File: src/rtl/mlp_pair_sequencer.sv
// rtl/mlp_pair_sequencer.sv - buffers host nibble pairs and replays them into the MAC on start.
// Optional MLP_SEQ_REPLAY_EN keeps the buffered pairs after a run so the next start replays them.
module mlp_pair_sequencer #(
  parameter int DEPTH = 8,
  parameter int CW    = $clog2(DEPTH+1)
) (
  input  logic          clk,
  input  logic          rst_n,
  input  logic          load_valid,
  input  logic [7:0]    load_data,
  output logic          load_ready,
  input  logic          flush,
  input  logic          start,
  output logic          busy,
  output logic [3:0]    mac_i,
  output logic [3:0]    mac_w,
  output logic          mac_clear,
  input  logic [15:0]   acc_relu,
  output logic [15:0]   result,
  output logic          result_valid,
  output logic [CW-1:0] count
);

  localparam int AW = $clog2(DEPTH);
  localparam logic [CW-1:0] DEPTH_C = CW'(DEPTH);

  typedef enum logic [1:0] {IDLE, CLEAR, RUN, SETTLE} state_t;

  state_t        state, state_nxt;
  logic [7:0]    pair_buf [DEPTH];
  logic [CW-1:0] rd_ptr;
  logic [7:0]    cur_pair;
  logic          accept;

  assign cur_pair = pair_buf[rd_ptr[AW-1:0]];
  assign accept   = load_valid && load_ready;

  // Nibbles reach the MAC only in RUN so the free-running accumulator holds elsewhere.
  always_comb begin
    state_nxt  = state;
    load_ready = 1'b0;
    mac_clear  = 1'b0;
    mac_i      = 4'd0;
    mac_w      = 4'd0;
    busy       = (state != IDLE);
    case (state)
      IDLE: begin
        load_ready = (count < DEPTH_C) && !flush;
        if (start && (count != '0)) state_nxt = CLEAR;
      end
      CLEAR: begin
        mac_clear = 1'b1;
        state_nxt = RUN;
      end
      RUN: begin
        mac_i = cur_pair[3:0];
        mac_w = cur_pair[7:4];
        if (rd_ptr == count - CW'(1)) state_nxt = SETTLE;
      end
      SETTLE: state_nxt = IDLE;
      default: state_nxt = IDLE;
    endcase
  end

  always_ff @(posedge clk or negedge rst_n) begin
    if (!rst_n) begin
      state        <= IDLE;
      count        <= '0;
      rd_ptr       <= '0;
      result       <= 16'd0;
      result_valid <= 1'b0;
    end else begin
      state        <= state_nxt;
      result_valid <= 1'b0;
      case (state)
        IDLE: begin
          if (flush)       count <= '0;
          else if (accept) count <= count + CW'(1);
        end
        CLEAR: rd_ptr <= '0;
        RUN:   rd_ptr <= rd_ptr + CW'(1);
        SETTLE: begin
          result       <= acc_relu;
          result_valid <= 1'b1;
`ifndef MLP_SEQ_REPLAY_EN
          count        <= '0;
`endif
        end
        default: ;
      endcase
    end
  end

  // Pair storage carries no reset; only entries below count are ever read.
  always_ff @(posedge clk) begin
    if (accept) pair_buf[count[AW-1:0]] <= load_data;
  end

endmodule

File: config.mk
export PLATFORM = sky130hd
export DESIGN_NAME = mlp_pair_sequencer
export DESIGN_NICKNAME = d
export VERILOG_FILES = /design/src/rtl/mlp_pair_sequencer.sv
export SDC_FILE = /design/constraint.sdc
export NUM_CORES = 1
export LEC_CHECK = 0
export CAP_MARGIN = 30
export CELL_PAD_IN_SITES_DETAIL_PLACEMENT = 1
export CELL_PAD_IN_SITES_GLOBAL_PLACEMENT = 2
export CORE_ASPECT_RATIO = 1.4
export CORE_UTILIZATION = 43
export CTS_BUF_LIST = sky130_fd_sc_hd__clkbuf_8
export CTS_CLUSTER_DIAMETER = 30
export DETAILED_ROUTE_END_ITERATION = 6
export PLACE_DENSITY_LB_ADDON = 0.1
export SETUP_SLACK_MARGIN = 0.3
export SYNTH_ARGS = -nofsm -noshare
export SYNTH_HDL_FRONTEND = slang
export SYNTH_SLANG_ARGS = --single-unit
File: constraint.sdc
create_clock -name clk -period 5.6 [get_ports clk]
set_input_delay 1.12 -clock clk [delete_from_list [all_inputs] [get_ports clk]]
set_output_delay 1.12 -clock clk [all_outputs]
set_load 0.03 [all_outputs]
==> summary.txt <==
Max Slew Vio Count -> 0
Synth Cell Area -> 0.00386 sq mm
H-tree depth -> 3
cell row count -> 40
Post-Syn Nets -> 262
Fin Setup TNS -> 0 ps
fraction of layout cells with a size suffix above 1 -> 0.125
Layout area overhead -> 24.1%
setup bufs post-CTS -> 0
DP Worst Slack -> 1850 ps
Die Area -> 0.00936 sq mm
CTS tree -> yes
Post-Synth Simple-Gate Area -> 0.0613
Synth Register Bits -> 91
Max VDD drop -> 0.000297 V
# clock sinks -> 91
min cycle time layout -> 3790 ps
Clock Latency Late Sink -> 350 ps
Clock transition at path regs -> 80 ps
CP Class -> flip-flop to primary output
Slowest Stage Delay on Critical Path -> 710 ps
WL/cell -> 19.0 um
WL final -> 7.61 mm
most frequent cells in the layout -> edfxtp_1, clkdlybuf4s50_1, dfrtp_1
Total Power -> 2.35 mW
I/O Buffers -> 60
Synth Area in XOR/XNOR -> 0.0152
Startpoint Class -> flip-flop
Num CTS Buffers -> 9
largest family of logic cells by synthesized area -> multiplexers
total gr overflow -> 0
chip height -> 114 um
Critical Path RT -> 4480 ps
fin crit share -> 0.677
Syn Inst Count -> 225
IO Count -> 61
critical-path cell list -> inv_1 > ha_1 > clkinv_1 > nor2_1 > clkdlybuf4s50_1
fmax -> 0.264 GHz
ant diodes -> 0
via density per instance -> 5.33
DR pass1 iterations -> 4
die span in x -> 82.1 um
Seq/Total Area, Yosys -> 0.673
Yosys Warn Count -> 0
largest net degree at the start of global routing -> 28
sw power -> 0.824 mW
Worst Tran Pin Value -> 941 ps
Hold Buf Count CTS -> 0
hold depth -> 1
max_slew headroom -> 0.370
commonest non-fill, non-tap cell in the layout -> edfxtp_1
slowest CP cell -> clkdlybuf4s50_1
Reg2Reg Depth -> 6
vias in the first global route -> 2277
Critical Path Stages -> 5
PwrDens -> 490 mW/mm^2
iteration-0 DRC count of the detailed router -> 82
DRC Markers -> 0
final hold viol count -> 0
DRT antenna net count -> 0
final worst slack -> 1810 ps
Unique masters post-synth -> 35
Worst setup EP type -> primary output
Flop pwr share -> 0.389
clk root buf -> clkbuf_8
clock buffer depth -> 2
nets -> 328
Worst Path Arrival -> 2670 ps
Hold Path Class -> flip-flop to flip-flop
cell-internal power -> 1.52 mW
complex-gate fraction of the synthesized area -> 0.0237
leakage power figure -> 1.69 nW
RePlAce Congestion -> 0.704
initial antenna violation count -> 0
Post-CTS Resized -> 0
Syn Area/Cell -> 17.1 sq um
first-pass GRT wire length -> 11.9 mm
CP Max Fanout -> 10
Core ar. -> 0.00866 sq mm
clock power share -> 0.199
DP Wirelength -> 5.17 mm
Starting Density -> 0.446
Comb power frac -> 0.411
unrepaired setup endpoints after global routing -> no
multiplexer share of the synthesized area -> 0.177
Final Util -> 0.553
max_cap viols -> 0
CP delay by family, top -> buffers and inverters
synthesized-area fraction occupied by adder cells -> 0.0259
total track usage -> 0.183
worst path buffer plus inverter count -> 3
switching share of power -> 0.351
Post-Route Skew -> 5.76 ps
total number of vias -> 2136
outcome -> complete, no violations
# setup viols final -> 0
worst paths after layout:
| kind | endpoint | start | slack (ps) |
|---|---|---|---|
| worst min-delay path | result[15]$_DFFE_PN0P_ | result[15]$_DFFE_PN0P_ | 510 |
| worst max-delay path | mac_i[2] | state[0]$_DFFE_PN0P_ | 1810 |
| worst min register to register | result[15]$_DFFE_PN0P_ | result[15]$_DFFE_PN0P_ | 510 |
| worst max register to register | pair_buf[5][4]$_DFFE_PP_ | state[0]$_DFFE_PN0P_ | 3120 |
| max in group asynchronous | result[2]$_DFFE_PN0P_ | rst_n | 4200 |
| min in group asynchronous | result[6]$_DFFE_PN0P_ | rst_n | 1130 |
flip-flops by register name, summed over array words and instances (netlist names):
register and count:
pair_buf 64, count 4, result 16, result_valid 1, rd_ptr 4, state 2
per-layer routing:
metal	wire length, um	global-route usage	share of wire
met1	3060	0.211	0.40
met2	4080	0.322	0.54
met3	334	0.0422	0.044
met4	140	0.0737	0.018
met5	0	0	0
metrics by stage:
stage               hold WS, ps  cell area (sq um)  std cells
finish                      513               4790        401
global route                539               4790        401
CTS                         516               4790        401
detailed placement          496               4580        385
global placement            488               4550        384
floorplan                   518               3860        225
cells in the mapped netlist (all sizes together):
cell type  number  area share
o221a           1      0.0029
nor2           18       0.018
clkinv          1     0.00097
nor3            7       0.010
nand2           9      0.0088
mux4           16        0.11
xnor2           3      0.0068
o2bb2ai         1      0.0023
nor2b           2      0.0032
inv             7      0.0068
edfxtp         64        0.50
and4bb          1      0.0032
buf             8       0.015
xor2            1      0.0023
nand2b          4      0.0065
a311oi          1      0.0023
nand3           5      0.0065
o22ai           1      0.0016
nand4           1      0.0016
o21ai           7      0.0091
o22a            1      0.0023
nor4            1      0.0016
mux2           16       0.047
clkbuf          1     0.00097
mux2i           9       0.023
dfrtp          27        0.18
or4             1      0.0019
a21oi           1      0.0013
xor3            1      0.0062
ha              8       0.026
o211ai          1      0.0019
power groups by stage:
stage,combinational (mW),sequential [mW],clock [mW]
after floorplan,0.531,1.03,0
after global placement,0.939,0.940,0
after detailed placement,0.979,0.933,0
after CTS,0.982,0.918,0.483
after global routing,1.05,0.935,0.505
final,0.966,0.914,0.468
cell families (layout without fill, tap and decap cells):
kind of cell,count (synthesis),in the layout
DFF,91,91
and+or+nand+nor,49,49
muxes,41,41
buffers and inverters,17,88
AOI/OAI and AO/OA,14,14
adders and majority gates,8,8
xor gates and xnor gates,5,5
cell type report:
cell class / instances / area (sq um)
clock inverters: 7 / 83.8
clock buffers: 9 / 124
flip-flops and latches: 91 / 2600
fillers: 817 / 3870
inverters: 8 / 30.0
multi-input cells: 117 / 1170
well taps: 105 / 131
repair buffers: 64 / 651
Power figures use the tool's default switching activity.
